===== config.mk =====
export PLATFORM = sky130hd
export DESIGN_NAME = wb_cmd_master_flat
export DESIGN_NICKNAME = d
export VERILOG_FILES = /design/src/rtl/wb_cmd_master_if.sv /design/src/rtl/wb_cmd_master.sv /design/src/flat_wrapper.sv
export SDC_FILE = /design/constraint.sdc
export NUM_CORES = 1
export LEC_CHECK = 0
export BUFFER_PORTS_ARGS = -buffer_cell sky130_fd_sc_hd__buf_2
export CELL_PAD_IN_SITES_DETAIL_PLACEMENT = 2
export CELL_PAD_IN_SITES_GLOBAL_PLACEMENT = 2
export CORE_MARGIN = 2
export CORE_UTILIZATION = 27
export DETAILED_ROUTE_END_ITERATION = 8
export GPL_ROUTABILITY_DRIVEN = 0
export GPL_TIMING_DRIVEN = 1
export PLACE_DENSITY_LB_ADDON = 0.08
export SYNTH_ARGS = -nofsm -noshare
export SYNTH_HDL_FRONTEND = slang
export SYNTH_SLANG_ARGS = --single-unit

===== constraint.sdc =====
create_clock -name i_clk -period 6.3 [get_ports i_clk]
set_clock_uncertainty 0.1 [all_clocks]
set_input_delay 0 -clock i_clk [delete_from_list [all_inputs] [get_ports i_clk]]
set_output_delay 0 -clock i_clk [all_outputs]
set_load 0.01 [all_outputs]

===== src/rtl/wb_cmd_master_if.sv =====
// Command/response stream plus Wishbone classic bus bundle for wb_cmd_master.
// The master modport is the initiator's view; the slave modport is the mirror seen by the environment.
interface wb_cmd_master_if #(
    parameter int unsigned AW = 32
);
    localparam int unsigned DW = 32;
    localparam int unsigned SW = 4;
    localparam int unsigned LW = 8;

    logic          i_cmd_valid;
    logic          o_cmd_ready;
    logic [AW-1:0] i_cmd_adr;
    logic [DW-1:0] i_cmd_dat;
    logic [SW-1:0] i_cmd_sel;
    logic          i_cmd_we;
    logic [LW-1:0] i_cmd_len;

    logic          o_rsp_valid;
    logic          i_rsp_ready;
    logic [DW-1:0] o_rsp_dat;
    logic          o_rsp_err;
    logic          o_rsp_last;

    logic [AW-1:0] o_wb_adr;
    logic [DW-1:0] o_wb_dat;
    logic [SW-1:0] o_wb_sel;
    logic          o_wb_we;
    logic          o_wb_cyc;
    logic          o_wb_stb;
    logic [DW-1:0] i_wb_rdt;
    logic          i_wb_ack;

    modport master (
        input  i_cmd_valid, i_cmd_adr, i_cmd_dat, i_cmd_sel, i_cmd_we, i_cmd_len,
        input  i_rsp_ready, i_wb_rdt, i_wb_ack,
        output o_cmd_ready, o_rsp_valid, o_rsp_dat, o_rsp_err, o_rsp_last,
        output o_wb_adr, o_wb_dat, o_wb_sel, o_wb_we, o_wb_cyc, o_wb_stb
    );

    modport slave (
        output i_cmd_valid, i_cmd_adr, i_cmd_dat, i_cmd_sel, i_cmd_we, i_cmd_len,
        output i_rsp_ready, i_wb_rdt, i_wb_ack,
        input  o_cmd_ready, o_rsp_valid, o_rsp_dat, o_rsp_err, o_rsp_last,
        input  o_wb_adr, o_wb_dat, o_wb_sel, o_wb_we, o_wb_cyc, o_wb_stb
    );
endinterface


===== src/rtl/wb_cmd_master.sv =====
// Wishbone classic initiator: turns valid/ready commands into single or incrementing
// bus beats, one response per beat, with a per-beat ack timeout.
module wb_cmd_master #(
    parameter int unsigned AW      = 32,
    parameter int unsigned TIMEOUT = 255
) (
    input logic            i_clk,
    input logic            i_rst,
    wb_cmd_master_if.master bus
);
    localparam int unsigned DW = 32;
    localparam int unsigned SW = 4;
    localparam int unsigned LW = 8;
    localparam int unsigned TW = (TIMEOUT > 1) ? $clog2(TIMEOUT) : 1;

    localparam logic [1:0] IDLE = 2'd0;
    localparam logic [1:0] BUS  = 2'd1;
    localparam logic [1:0] RSP  = 2'd2;

    localparam logic [TW-1:0] TMO_LAST = TW'(TIMEOUT - 1);
    localparam logic [AW-1:0] ADR_MASK = ~AW'(3);

    logic [1:0]    state_q,     state_d;
    logic [AW-1:0] adr_q,       adr_d;
    logic [DW-1:0] dat_q,       dat_d;
    logic [SW-1:0] sel_q,       sel_d;
    logic          we_q,        we_d;
    logic          cyc_q,       cyc_d;
    logic          stb_q,       stb_d;
    logic [LW-1:0] beat_q,      beat_d;
    logic [TW-1:0] tmo_q,       tmo_d;
    logic          rsp_valid_q, rsp_valid_d;
    logic [DW-1:0] rsp_dat_q,   rsp_dat_d;
    logic          rsp_err_q,   rsp_err_d;
    logic          rsp_last_q,  rsp_last_d;

    // Next-state and datapath; cyc/stb rise one cycle after BUS entry so every beat starts the same way.
    always_comb begin
        state_d     = state_q;
        adr_d       = adr_q;
        dat_d       = dat_q;
        sel_d       = sel_q;
        we_d        = we_q;
        cyc_d       = cyc_q;
        stb_d       = stb_q;
        beat_d      = beat_q;
        tmo_d       = tmo_q;
        rsp_valid_d = rsp_valid_q;
        rsp_dat_d   = rsp_dat_q;
        rsp_err_d   = rsp_err_q;
        rsp_last_d  = rsp_last_q;

        case (state_q)
            IDLE: begin
                if (bus.i_cmd_valid) begin
                    state_d = BUS;
                    adr_d   = bus.i_cmd_adr & ADR_MASK;
                    dat_d   = bus.i_cmd_dat;
                    sel_d   = bus.i_cmd_sel;
                    we_d    = bus.i_cmd_we;
                    beat_d  = bus.i_cmd_len;
                end
            end
            BUS: begin
                if (!cyc_q) begin
                    cyc_d = 1'b1;
                    stb_d = 1'b1;
                    tmo_d = '0;
                end else if (bus.i_wb_ack) begin
                    // Ack has priority over a timeout expiring on the same edge.
                    cyc_d       = 1'b0;
                    stb_d       = 1'b0;
                    rsp_valid_d = 1'b1;
                    rsp_dat_d   = we_q ? '0 : bus.i_wb_rdt;
                    rsp_err_d   = 1'b0;
                    rsp_last_d  = (beat_q == '0);
                    state_d     = RSP;
                end else if (tmo_q == TMO_LAST) begin
                    // Abort the beat and discard whatever beats remain.
                    cyc_d       = 1'b0;
                    stb_d       = 1'b0;
                    rsp_valid_d = 1'b1;
                    rsp_dat_d   = '0;
                    rsp_err_d   = 1'b1;
                    rsp_last_d  = 1'b1;
                    state_d     = RSP;
                end else begin
                    tmo_d = tmo_q + TW'(1);
                end
            end
            RSP: begin
                if (bus.i_rsp_ready) begin
                    rsp_valid_d = 1'b0;
                    if (rsp_last_q) begin
                        state_d = IDLE;
                    end else begin
                        adr_d   = adr_q + AW'(4);
                        beat_d  = beat_q - LW'(1);
                        state_d = BUS;
                    end
                end
            end
            default: begin
                state_d = IDLE;
            end
        endcase
    end

    // State and output registers; reset drops cyc/stb immediately, aborting any beat in flight.
    always_ff @(posedge i_clk or posedge i_rst) begin
        if (i_rst) begin
            state_q     <= IDLE;
            adr_q       <= '0;
            dat_q       <= '0;
            sel_q       <= '0;
            we_q        <= 1'b0;
            cyc_q       <= 1'b0;
            stb_q       <= 1'b0;
            beat_q      <= '0;
            tmo_q       <= '0;
            rsp_valid_q <= 1'b0;
            rsp_dat_q   <= '0;
            rsp_err_q   <= 1'b0;
            rsp_last_q  <= 1'b0;
        end else begin
            state_q     <= state_d;
            adr_q       <= adr_d;
            dat_q       <= dat_d;
            sel_q       <= sel_d;
            we_q        <= we_d;
            cyc_q       <= cyc_d;
            stb_q       <= stb_d;
            beat_q      <= beat_d;
            tmo_q       <= tmo_d;
            rsp_valid_q <= rsp_valid_d;
            rsp_dat_q   <= rsp_dat_d;
            rsp_err_q   <= rsp_err_d;
            rsp_last_q  <= rsp_last_d;
        end
    end

    assign bus.o_cmd_ready = (state_q == IDLE);
    assign bus.o_rsp_valid = rsp_valid_q;
    assign bus.o_rsp_dat   = rsp_dat_q;
    assign bus.o_rsp_err   = rsp_err_q;
    assign bus.o_rsp_last  = rsp_last_q;
    assign bus.o_wb_adr    = adr_q;
    assign bus.o_wb_dat    = dat_q;
    assign bus.o_wb_sel    = sel_q;
    assign bus.o_wb_we     = we_q;
    assign bus.o_wb_cyc    = cyc_q;
    assign bus.o_wb_stb    = stb_q;
endmodule

===== src/flat_wrapper.sv =====
// flat-port wrapper written by rule: the top's interface ports become plain ports
module wb_cmd_master_flat 
#(
    parameter int unsigned AW      = 32,
    parameter int unsigned TIMEOUT = 255
)
  (i_clk, i_rst, bus_i_cmd_valid, bus_i_cmd_adr, bus_i_cmd_dat, bus_i_cmd_sel, bus_i_cmd_we, bus_i_cmd_len, bus_i_rsp_ready, bus_i_wb_rdt, bus_i_wb_ack, bus_o_cmd_ready, bus_o_rsp_valid, bus_o_rsp_dat, bus_o_rsp_err, bus_o_rsp_last, bus_o_wb_adr, bus_o_wb_dat, bus_o_wb_sel, bus_o_wb_we, bus_o_wb_cyc, bus_o_wb_stb);
  wb_cmd_master_if #(.AW(AW)) bus_i ();
  input logic i_clk;
  input logic i_rst;
  input wire logic [$bits(bus_i.i_cmd_valid)-1:0] bus_i_cmd_valid;
  input wire logic [$bits(bus_i.i_cmd_adr)-1:0] bus_i_cmd_adr;
  input wire logic [$bits(bus_i.i_cmd_dat)-1:0] bus_i_cmd_dat;
  input wire logic [$bits(bus_i.i_cmd_sel)-1:0] bus_i_cmd_sel;
  input wire logic [$bits(bus_i.i_cmd_we)-1:0] bus_i_cmd_we;
  input wire logic [$bits(bus_i.i_cmd_len)-1:0] bus_i_cmd_len;
  input wire logic [$bits(bus_i.i_rsp_ready)-1:0] bus_i_rsp_ready;
  input wire logic [$bits(bus_i.i_wb_rdt)-1:0] bus_i_wb_rdt;
  input wire logic [$bits(bus_i.i_wb_ack)-1:0] bus_i_wb_ack;
  output wire logic [$bits(bus_i.o_cmd_ready)-1:0] bus_o_cmd_ready;
  output wire logic [$bits(bus_i.o_rsp_valid)-1:0] bus_o_rsp_valid;
  output wire logic [$bits(bus_i.o_rsp_dat)-1:0] bus_o_rsp_dat;
  output wire logic [$bits(bus_i.o_rsp_err)-1:0] bus_o_rsp_err;
  output wire logic [$bits(bus_i.o_rsp_last)-1:0] bus_o_rsp_last;
  output wire logic [$bits(bus_i.o_wb_adr)-1:0] bus_o_wb_adr;
  output wire logic [$bits(bus_i.o_wb_dat)-1:0] bus_o_wb_dat;
  output wire logic [$bits(bus_i.o_wb_sel)-1:0] bus_o_wb_sel;
  output wire logic [$bits(bus_i.o_wb_we)-1:0] bus_o_wb_we;
  output wire logic [$bits(bus_i.o_wb_cyc)-1:0] bus_o_wb_cyc;
  output wire logic [$bits(bus_i.o_wb_stb)-1:0] bus_o_wb_stb;
  assign bus_i.i_cmd_valid = bus_i_cmd_valid;
  assign bus_i.i_cmd_adr = bus_i_cmd_adr;
  assign bus_i.i_cmd_dat = bus_i_cmd_dat;
  assign bus_i.i_cmd_sel = bus_i_cmd_sel;
  assign bus_i.i_cmd_we = bus_i_cmd_we;
  assign bus_i.i_cmd_len = bus_i_cmd_len;
  assign bus_i.i_rsp_ready = bus_i_rsp_ready;
  assign bus_i.i_wb_rdt = bus_i_wb_rdt;
  assign bus_i.i_wb_ack = bus_i_wb_ack;
  assign bus_o_cmd_ready = bus_i.o_cmd_ready;
  assign bus_o_rsp_valid = bus_i.o_rsp_valid;
  assign bus_o_rsp_dat = bus_i.o_rsp_dat;
  assign bus_o_rsp_err = bus_i.o_rsp_err;
  assign bus_o_rsp_last = bus_i.o_rsp_last;
  assign bus_o_wb_adr = bus_i.o_wb_adr;
  assign bus_o_wb_dat = bus_i.o_wb_dat;
  assign bus_o_wb_sel = bus_i.o_wb_sel;
  assign bus_o_wb_we = bus_i.o_wb_we;
  assign bus_o_wb_cyc = bus_i.o_wb_cyc;
  assign bus_o_wb_stb = bus_i.o_wb_stb;
  wb_cmd_master #(.AW(AW), .TIMEOUT(TIMEOUT)) u_core (.i_clk(i_clk), .i_rst(i_rst), .bus(bus_i));
endmodule

==> results.toml, run 1 <==
[sta]
setup_viol = 0
finalWorstSetupSlack_ns = 3.51
slew_viol_final = 0
whs_ns = 0.0693
fin_crit_ns = 2.79
hold_violations = 0
timing.fmax_mhz = 358
tns_ns = 0
fin_crit_sh = 0.443
rsz0062_at_grt = "false"
slew_headroom = 0.258
tightest_slew_ns = 1.11

[cells_and_area]
final_area_um2 = 8820
seq_area_um2 = 3050
fin_nets = 1111
instances_no_fill = 1283
layout_commonest_cell = "buf_2"
drive_gt1_frac = 0.267
area_growth_pct = 52.1
final_cell_mix = "216 x buf_2, 205 x nand2_1, 122 x dfrtp_1"
final_core_util = 0.419
multi_input_area_um2 = 2560
fillers = 2335

[pwr]
power.net_switching_mw = 1.77
total_power_mw = 4.08
leakagePower_nw = 4.36
power_frac_seq = 0.367
clockPowerShare = 0.223
p_per_area_nw_per_um2 = 463
p_sw_frac = 0.433
power_frac_comb = 0.411
internal-power_mw = 2.31
peakVddDrop_mv = 0.238

[placed_design]
hpwl_um = 15300
detailed_place.area_um2 = 7140
place_inst = 1135
port_buffers = 216
place_ws_ns = 3.58

[synthesis]
synth-edff-count = 0
async_flop_share = 1.00
yosys_warnings = 0
ys.flop_type = "dfrtp_1"
ys_ff_latch = 122
synthesis.instances = 676
synth-seq-area-share = 0.527
synth_area_um2 = 5800
yosysUniqueCellTypes = 53
synth.avg_cell_area_um2 = 8.58

[floorplan]
num_rows = 53
start_util = 0.276
die_y_um = 151
die_w_um = 151
dieArea_um2 = 22700
coreArea_um2 = 21000
ioPinCount = 221

[global_route]
grt_use_total = 0.217
grt-ovfl-total = 0
grt_pass1_vias = 7139
grt_max_degree = 83
antenna_found_initial = 4
grt_first_pass_wirelength_um = 38300

[clocking]
cts.sink_count = 122
htree_levels = 4
ctsHoldBuffers = 113
ctsResizeCount = 0
postCtsSetupBuffers = 0
numCtsBuffers = 17
cts_buffer_depth = 2
cts.root.buffer_cell = "clkbuf_16"
cts_tree = "yes"
path_clk_slew_ns = 0.06
insertion_delay_ns = 0.42

[detailed_routing]
ant_nets = 0
finalWirelength_um = 24100
vias = 6291
route.detailed.drc = 0
drt_first_pass_iters = 4
vias_per_cell = 4.90
drtIter0Drc = 203
post_drt_wl_per_cell_um = 18.8

[setup_path]
rrSetupSlack_ns = 3.51
cp.arrival_ns = 2.99
cp_cell_sequence = "nand4_4, nor4_1, nand4_1, mux2i_1, o211ai_1, dlygate4sd3_1"
crit_path_top_delay_cell = "nor4_1"
end_kind = "flop"
start_kind = "flop"
cpLargestDelayFamily = "simple AND/OR/NAND/NOR gates"
worst-endpoint-required_ns = 6.50
crit_path_max_fanout = 9
crit_type = "reg2reg"
worst-path-buf-inv = 1
cpPeakStageDelay_ns = 0.65

[outcome]
status = "finished, final reports clean"

[hold_path]
hold_class = "in2reg"

[flow_run]
cap_violations = 0
routing by layer:
metal / part of all wire / global-route usage / routed length, um
met2: 0.52 / 0.381 / 12500
met3: 0.052 / 0.0561 / 1240
met1: 0.41 / 0.255 / 9820
met4: 0.023 / 0.0774 / 544
met5: 0 / 0 / 0
final timing paths:
| kind | start | endpoint | cells past startpoint |
|---|---|---|---|
| setup / recovery | u_core.bus.o_wb_adr[6] | u_core.bus.o_wb_adr[25] | 6 |
| max in group asynchronous | i_rst | u_core.bus.o_wb_dat[0] | 4 |
| hold reg to reg | u_core.bus.o_rsp_dat[6] | u_core.bus.o_rsp_dat[6] | 2 |
| hold / removal | bus_i_cmd_adr[26] | u_core.bus.o_wb_adr[26] | 4 |
| setup reg to reg | u_core.bus.o_wb_adr[6] | u_core.bus.o_wb_adr[25] | 6 |
| min in group asynchronous | i_rst | u_core.bus.o_rsp_dat[10] | 3 |
cells by family (layout without fill, tap and decap cells):
family                   after synthesis  count (layout)  synth area share
AO/OA/AOI/OAI                        115             115             0.120
XOR/XNOR                               6               6           0.00907
adder cells (fa/ha/maj)                5               5            0.0108
buffers and inverters                 50             377            0.0354
flip-flops                           122             122             0.527
multiplexers                           2               2           0.00367
other                                  1               6          0.000647
AND/OR/NAND/NOR                      375             375             0.294
power by group through the flow:
stage               clock network, mW  registers (mW)  logic (mW)
finish                          0.908            1.50        1.67
global route                    0.977            1.56        1.88
floorplan                           0            1.55       0.800
global placement                    0            1.46        1.52
CTS                             0.930            1.49        1.68
detailed placement                  0            1.49        1.60
sequential cells by signal, summed over array words and instances, names as in the netlist:
register,count
u_core.bus.o_wb_dat,32
u_core.bus.o_wb_cyc,1
u_core.bus.o_rsp_err,1
u_core.bus.o_wb_sel,4
u_core.bus.o_rsp_valid,1
u_core.bus.o_wb_adr,30
u_core.bus.o_rsp_last,1
u_core.bus.o_wb_stb,1
u_core.tmo_q,8
u_core.state_q,2
u_core.bus.o_wb_we,1
u_core.beat_q,8
u_core.bus.o_rsp_dat,32
cells in the mapped netlist (all sizes together) (5+ instances only):
master  instances  area share
and3           10       0.011
nor3           17       0.015
nor2           43       0.028
nand3          51       0.044
o21ai          34       0.029
clkbuf         30       0.019
a311oi          8       0.012
inv             8      0.0052
buf            12       0.011
or3            11       0.013
nand2         205        0.13
a21oi          39       0.034
o22ai           6      0.0065
dfrtp         122        0.53
nand4           9       0.013
ha              5       0.011
xnor2           5      0.0076
nor4            6      0.0076
a31oi           5      0.0054
tightest hold or removal path: cells and delay by family:
family / cells / cell delay (ns)
compound gates: 2 / 0.37
simple gates: 1 / 0.09
buf+inv: 1 / 0.07
layout make-up:
| cell class | count | share of cell area |
|---|---|---|
| inverters | 8 | 0.00369 |
| well taps | 275 | 0.0390 |
| multi-input cells | 505 | 0.291 |
| repair buffers | 338 | 0.259 |
| flip-flops and latches | 122 | 0.346 |
| clock buffers | 18 | 0.0487 |
| clock inverters | 13 | 0.0121 |
| diodes | 4 | 0.00114 |
Note: power is estimated with default switching activity, not from simulation.
==> inputs of run 2 (changes only) <==
Clock period 6.3 ns to 2.6 ns, I/O delays scaled along.
==> run 2 against run 1 <==
Effect of this change: cell count increased by 0.78%; via count is 0.52% higher; first-iteration DRC count rose by 7.4%; fmax is 16% higher; critical path depth increased by 1; highest routed layer unchanged; die area stayed put; routed wire length fell by 0.23%; count of clock-buffer cells in the layout unchanged; non-clock buffer count increased by 11; sequential power increased by 140%; sequential cell count unchanged; design area rose by 2.0%.
==> results.toml, run 2 (synthesis results as in run 1) <==
[outcome]
status = "finished, final reports clean"

[setup_path]
worst-path-buf-inv = 2
rrSetupSlack_ns = 0.19
worst-endpoint-required_ns = 2.80
crit_path_top_delay_cell = "dfrtp_1"
cpLargestDelayFamily = "buffers and inverters"
cp_num_cells = 7
crit_path_max_fanout = 9
crit_type = "reg2reg"
rr_worst_depth = 7
start_kind = "flop"
cpPeakStageDelay_ns = 0.55
cp.arrival_ns = 2.61
end_kind = "flop"
cp-endpoint = "u_core.bus.o_wb_adr[25]"
crit_start = "u_core.bus.o_wb_adr[6]"
r2r_end = "u_core.bus.o_wb_adr[25]"
cp_cell_sequence = "nand4_4, nor4_2, buf_4, nand4_1, mux2i_1, o211ai_1, dlygate4sd3_1"
r2r_start = "u_core.bus.o_wb_adr[6]"

[floorplan]
start_util = 0.276
die_w_um = 151
dieArea_um2 = 22700
coreArea_um2 = 21000
die_y_um = 151
num_rows = 53
ioPinCount = 221

[hold_path]
holdPathStages = 4
hold_class = "in2reg"

[clocking]
cts.root.buffer_cell = "clkbuf_16"
cts_buffer_depth = 2
cts_tree = "yes"
cts.sink_count = 122
numCtsBuffers = 17
path_clk_slew_ns = 0.07
insertion_delay_ns = 0.42
htree_levels = 4

[pwr]
p_per_area_nw_per_um2 = 1140
total_power_mw = 10.3
peakVddDrop_mv = 0.493
leakagePower_nw = 4.45

[sta]
fin_crit_ns = 2.41
timing.fmax_mhz = 414
hold_violations = 0
slew_viol_final = 0
tightest_slew_ns = 0.700
setup_viol = 0
slew_headroom = 0.533
fin_crit_sh = 0.929
whs_ns = 0.0617

[cells_and_area]
drive_gt1_frac = 0.276
fillers = 2286
seq_area_um2 = 3050
multi_input_area_um2 = 2570
fin_nets = 1122
final_cell_mix = "216 x buf_2, 205 x nand2_1, 122 x dfrtp_1"
area_growth_pct = 55.2
layout_commonest_cell = "buf_2"
instances_no_fill = 1293

[placed_design]
port_buffers = 216
place_inst = 1145
hpwl_um = 15600

[flow_run]
cap_violations = 0

[detailed_routing]
vias = 6324
drtIter0Drc = 218
drt_first_pass_iters = 4
route.detailed.drc = 0
finalWirelength_um = 24000
vias_per_cell = 4.89
ant_nets = 0
post_drt_wl_per_cell_um = 18.6

[global_route]
grt_max_degree = 123
grt_use_total = 0.217
antenna_found_initial = 1
grt-ovfl-total = 0
grt_first_pass_wirelength_um = 38400
grt_pass1_vias = 7018
## run 2: changes by cell type in the layout (fill, tap and decap cells not counted), moves of 2 or more
cell       previous run  this run
buf_4                 9        18
bufinv_16             1         3
clkinv_2              6         0
diode_2               4         2
inv_6                 0         6
## run 2: how the worst min path moves through the flow
| stage | start | to |
|---|---|---|
| after floorplan | bus_i_rsp_ready | u_core.bus.o_rsp_valid |
| after global placement | bus_i_cmd_dat[6] | u_core.bus.o_wb_dat[6] |
| after detailed placement | bus_i_cmd_dat[1] | u_core.bus.o_wb_dat[1] |
| after CTS | bus_i_cmd_adr[26] | u_core.bus.o_wb_adr[26] |
| after global routing | bus_i_cmd_adr[26] | u_core.bus.o_wb_adr[26] |
| final | bus_i_cmd_adr[26] | u_core.bus.o_wb_adr[26] |
## run 2: metal layers
metal	track usage	vias to the layer above	part of all wire
li1	-	2977	-
met1	0.261	3136	0.42
met2	0.386	176	0.51
met3	0.0464	35	0.051
met4	0.0698	0	0.020
met5	0	-	0
## run 2: where the power goes
group	switching, mW	leakage, nW	internal [mW]	total, mW
Combinational	2.56	2.65	1.61	4.17
Sequential	0.840	1.51	2.77	3.61
Clock	0.977	0.289	1.53	2.51
Total	4.38	4.45	5.91	10.3
## run 2: metrics by stage
step | TNS, ns | setup WS (ns) | utilization | area (um2)
2_1_floorplan | 0 | 0.530 | - | 5800
3_3_place_gp | 0 | 0.384 | 0.344 | 7230
3_5_place_dp | 0 | 0.326 | 0.344 | 7230
4_1_cts | 0 | 0.138 | 0.427 | 8980
5_1_grt | -0.0190 | -0.0190 | 0.428 | 8990
6_report | 0 | 0.186 | 0.428 | 8990
## run 2: worst reg2reg max path, cell delays in order, from the launching register on
cell	delay (ns)
dfrtp_1	0.55
nand4_4	0.20
nor4_2	0.29
buf_4	0.17
nand4_1	0.14
mux2i_1	0.20
o211ai_1	0.09
dlygate4sd3_1	0.55
## run 2: cell type report
class	instances	area share
Antenna cell	2	0.000556
Sequential cell	122	0.339
Clock inverter	14	0.0203
Inverter	8	0.00376
Timing Repair Buffer	349	0.264
Multi-Input combinational cell	505	0.286
Clock buffer	18	0.0477
Tap cell	275	0.0383
## run 2: what timing repair did
item	CTS	global route
hold endpoints to repair	233	0
buffers inserted	0	0
resized for setup	0	2
setup endpoints to repair	0	1
hold buffers	114	0
